--- src/rtl/trace_chk_pkg.sv ---
// Shared types and constants for the commit trace checker.
// Latency: n/a (declarations only).
// Backpressure: n/a.
package trace_chk_pkg;

    typedef enum logic [1:0] {
        ST_IDLE = 2'd0,
        ST_RUN  = 2'd1,
        ST_PASS = 2'd2,
        ST_FAIL = 2'd3
    } chk_state_t;

    // Trace entry layout: {wnum[68:64], pc[63:32], wdata[31:0]}
    localparam int ENTRY_W   = 69;
    localparam int WNUM_MSB  = 68;
    localparam int WNUM_LSB  = 64;
    localparam int PC_MSB    = 63;
    localparam int PC_LSB    = 32;
    localparam int WDATA_MSB = 31;

    localparam logic [31:0] END_PC_DEFAULT = 32'h1c000100;

    // Expand a per-byte write enable into a 32-bit compare mask.
    function automatic logic [31:0] byte_mask(input logic [3:0] we);
        logic [31:0] m;
        m = '0;
        for (int i = 0; i < 4; i++) begin
            m[8*i +: 8] = {8{we[i]}};
        end
        return m;
    endfunction

endpackage

--- src/rtl/trace_prefetch_fifo.sv ---
// Two-entry buffer of expected trace entries; head is the oldest entry.
// Latency: a pushed entry is visible at head on the following cycle.
// Backpressure: none; push into a full buffer is dropped unless a pop happens the same cycle.
module trace_prefetch_fifo
    import trace_chk_pkg::*;
(
    input  logic               clk,
    input  logic               reset,
    input  logic               push,
    input  logic [ENTRY_W-1:0] push_data,
    input  logic               pop,
    output logic [ENTRY_W-1:0] head,
    output logic [1:0]         occupancy
);

    logic [ENTRY_W-1:0] mem [2];
    logic               wr_idx;
    logic               rd_idx;
    logic               do_push;
    logic               do_pop;

    assign do_pop  = pop && (occupancy != 2'd0);
    assign do_push = push && ((occupancy != 2'd2) || do_pop);
    assign head    = mem[rd_idx];

    // Storage needs no reset: occupancy alone says which slots are meaningful.
    always_ff @(posedge clk) begin
        if (do_push) begin
            mem[wr_idx] <= push_data;
        end
    end

    // Pointer and occupancy tracking; same-cycle push and pop cancel in the count.
    always_ff @(posedge clk) begin
        if (reset) begin
            wr_idx    <= 1'b0;
            rd_idx    <= 1'b0;
            occupancy <= 2'd0;
        end else begin
            if (do_push) wr_idx <= ~wr_idx;
            if (do_pop)  rd_idx <= ~rd_idx;
            occupancy <= occupancy + {1'b0, do_push} - {1'b0, do_pop};
        end
    end

endmodule

--- config.mk ---
export PLATFORM = sky130hd
export DESIGN_NAME = trace_prefetch_fifo
export DESIGN_NICKNAME = d
export VERILOG_FILES = /design/src/rtl/trace_chk_pkg.sv /design/src/rtl/trace_prefetch_fifo.sv
export SDC_FILE = /design/constraint.sdc
export NUM_CORES = 1
export LEC_CHECK = 0
export ABC_CLOCK_PERIOD_IN_PS = 4300
export BUFFER_PORTS_ARGS = -buffer_cell sky130_fd_sc_hd__buf_2
export CAP_MARGIN = 10
export CORE_ASPECT_RATIO = 1.4
export CORE_MARGIN = 4
export CORE_UTILIZATION = 47
export DETAILED_ROUTE_END_ITERATION = 16
export PLACE_DENSITY_LB_ADDON = 0.12
export SLEW_MARGIN = 20
export SYNTH_ARGS = -nofsm -noshare
export SYNTH_HDL_FRONTEND = slang
export SYNTH_SLANG_ARGS = --single-unit
--- constraint.sdc ---
create_clock -name clk -period 4.3 [get_ports clk]
set_clock_uncertainty 0.05 [all_clocks]
set_input_delay 0.86 -clock clk [delete_from_list [all_inputs] [get_ports clk]]
set_output_delay 0.86 -clock clk [all_outputs]
set_load 0.02 [all_outputs]
==> results.ini <==
[synth]
synth_fp_nets=314
yosysSeqAreaShare=0.8074
syn_area_sq_um=5256
synthTopCellsByArea=edfxtp_1, mux2_2, mux2_4
synth.avg_cell_area_sq_um=21.99
yosysTopAreaCell=edfxtp_1
synth-seq-cells=143
synth_top_area_share=0.7884
synthDistinctLibCells=15
yosys_warnings=0
synth_cells=239

[route]
vias_per_cell=4.838
routed_wl_microns=9019
drc=0
dr.pass1.iters=4
antenna_left=0
wire_per_inst_microns=16.43
vias=2656
drtIter0Drc=90

[finish]
instances_no_fill=549
finalNetCount=470
layout_common_cells=buf_2, edfxtp_1, mux2_2, clkbuf_16, mux2_4
n_antenna_cell=0
final_common_cell=buf_2
drive_gt1_frac=0.6054
syn_to_final_growth_pct=27.54

[cts]
post-cts-setup-buffer-count=0
clk_pin_slew_ns=0.05
ctsHoldBuffers=0
htreeDepth=4
cts_tree=built
clockBufferDepth=2
cts_resized=0
cts.sinks=143
clock_latency_ns=0.40
cts_made_buffers=17
clock-root-buffer=clkbuf_16

[place]
dpl.hpwl_microns=5992
gp_congestion=0.6952
io_buffers=143
placed_cells=517

[critical_path]
required_ns=3.39
crit_type=register to output pin
critPathCaptureType=output pin
arrival_ns=2.01
critical_path.startpoint_type=register
worstPathMaxFanout=69

[power]
power.internal_mw=2.930
p_sw_mw=1.096
p_seq_frac=0.452
vdd_drop_max_mv=0.4136
power_frac_comb=0.213
power_frac_clock=0.334
power.total_mw=4.026
pwr_density_cell_nw_per_um2=600.5
p_sw_frac=0.2723
leakage_nw=2.536

[global_route]
grt_usage=0.1405
grt_pass1_vias=2822
antenna_found_initial=0
grt_max_degree=70
grt_pass1_wl_microns=13910
overflow=0

[sta]
tightest_slew_ns=0.9826
holdWs_ns=0.4805
setup_tns_ns=0
setup-violations-final=0
final_hold_viol_count=0
fmax_mhz=342.4
layout_worst_path_cycle_share=0.6791
layout_min_cycle_time_ns=2.920
finalMaxSlewViolations=0
grt_setup_unrepaired=false
slew_headroom=0.3450

[flow_run]
cap_violations=0

[worst_hold_path]
hp-class=register to register

[floorplanning]
core_area_sq_um=10870
num_rows=45
num_io_pins=144
initial_core_util=0.4837
dieArea_sq_um=12960
die_w_microns=97.38
die_y_microns=133.1

[run_status]
status=finished, final reports clean

-- synth_stat cells --
library cell	count
mux2_2	59
dfxtp_1	5
o31ai_4	1
xnor2_1	2
ha_1	2
mux2_4	11
nor2_1	7
xor2_1	1
inv_1	2
buf_6	3
edfxtp_1	138
inv_2	1
o21a_1	1
buf_2	5
nor2b_1	1
-- flip-flops by register name (all words and copies together), names as in the netlist, named ones only --
register and cells:
mem 138, rd_idx 1, occupancy 2, wr_idx 1
-- cells by family (layout without fill, tap and decap cells) --
| family | count (synthesis) | after routing | share of synthesized area |
|---|---|---|---|
| AO/OA/AOI/OAI | 2 | 2 | 0.005475 |
| AND/OR/NAND/NOR | 8 | 8 | 0.006191 |
| adder cells (fa/ha/maj) | 2 | 2 | 0.004760 |
| buffers and inverters | 11 | 180 | 0.01333 |
| XOR/XNOR | 3 | 3 | 0.005000 |
| multiplexers | 70 | 70 | 0.1578 |
| flip-flops | 143 | 143 | 0.8074 |
-- layout make-up --
type | count | area (sq um)
flip-flops and latches | 143 | 4248
multi-input cells | 85 | 957.2
clock buffers | 19 | 432.9
inverters | 3 | 11.26
fillers | 825 | 4163
repair buffers | 145 | 755.7
well taps | 141 | 176.4
clock inverters | 13 | 122.6
-- final timing paths --
path                start    endpoint  slack [ns]  depth (start not counted)
max              register    head[26]        1.38                          2
min reg2reg        rd_idx      rd_idx        0.48                          2
max reg2reg  occupancy[0]  mem[1][10]        2.31                          3
min                rd_idx      rd_idx        0.48                          2
-- critical path: stages (launching register included) --
cell and delay, ns:
dfxtp_4 0.99, mux2_2 0.43, buf_2 0.16
-- per-stage QoR --
stage	instance area, sq um	utilization	setup slack, ns
2_1_floorplan	5256	-	-0.08343
3_3_place_gp	6148	0.5658	1.707
3_5_place_dp	6148	0.5658	1.700
4_1_cts	6704	0.6169	1.315
5_1_grt	6704	0.6169	1.263
6_report	6704	0.6169	1.380
-- metal layers --
metal,global-route usage,share of wire
met4,0.04850,0.011
met1,0.1551,0.38
met3,0.06181,0.077
met5,0,0
met2,0.2418,0.53
-- power by group through the flow --
stage | Sequential [mW] | Clock [mW] | Combinational [mW]
6_report | 1.82 | 1.35 | 0.859
5_1_grt | 1.84 | 1.45 | 0.919
4_1_cts | 1.83 | 1.38 | 0.878
3_5_place_dp | 1.86 | 0 | 0.875
3_3_place_gp | 1.85 | 0 | 0.872
2_1_floorplan | 1.77 | 0 | 0.673
(Power assumes the default switching activity.)
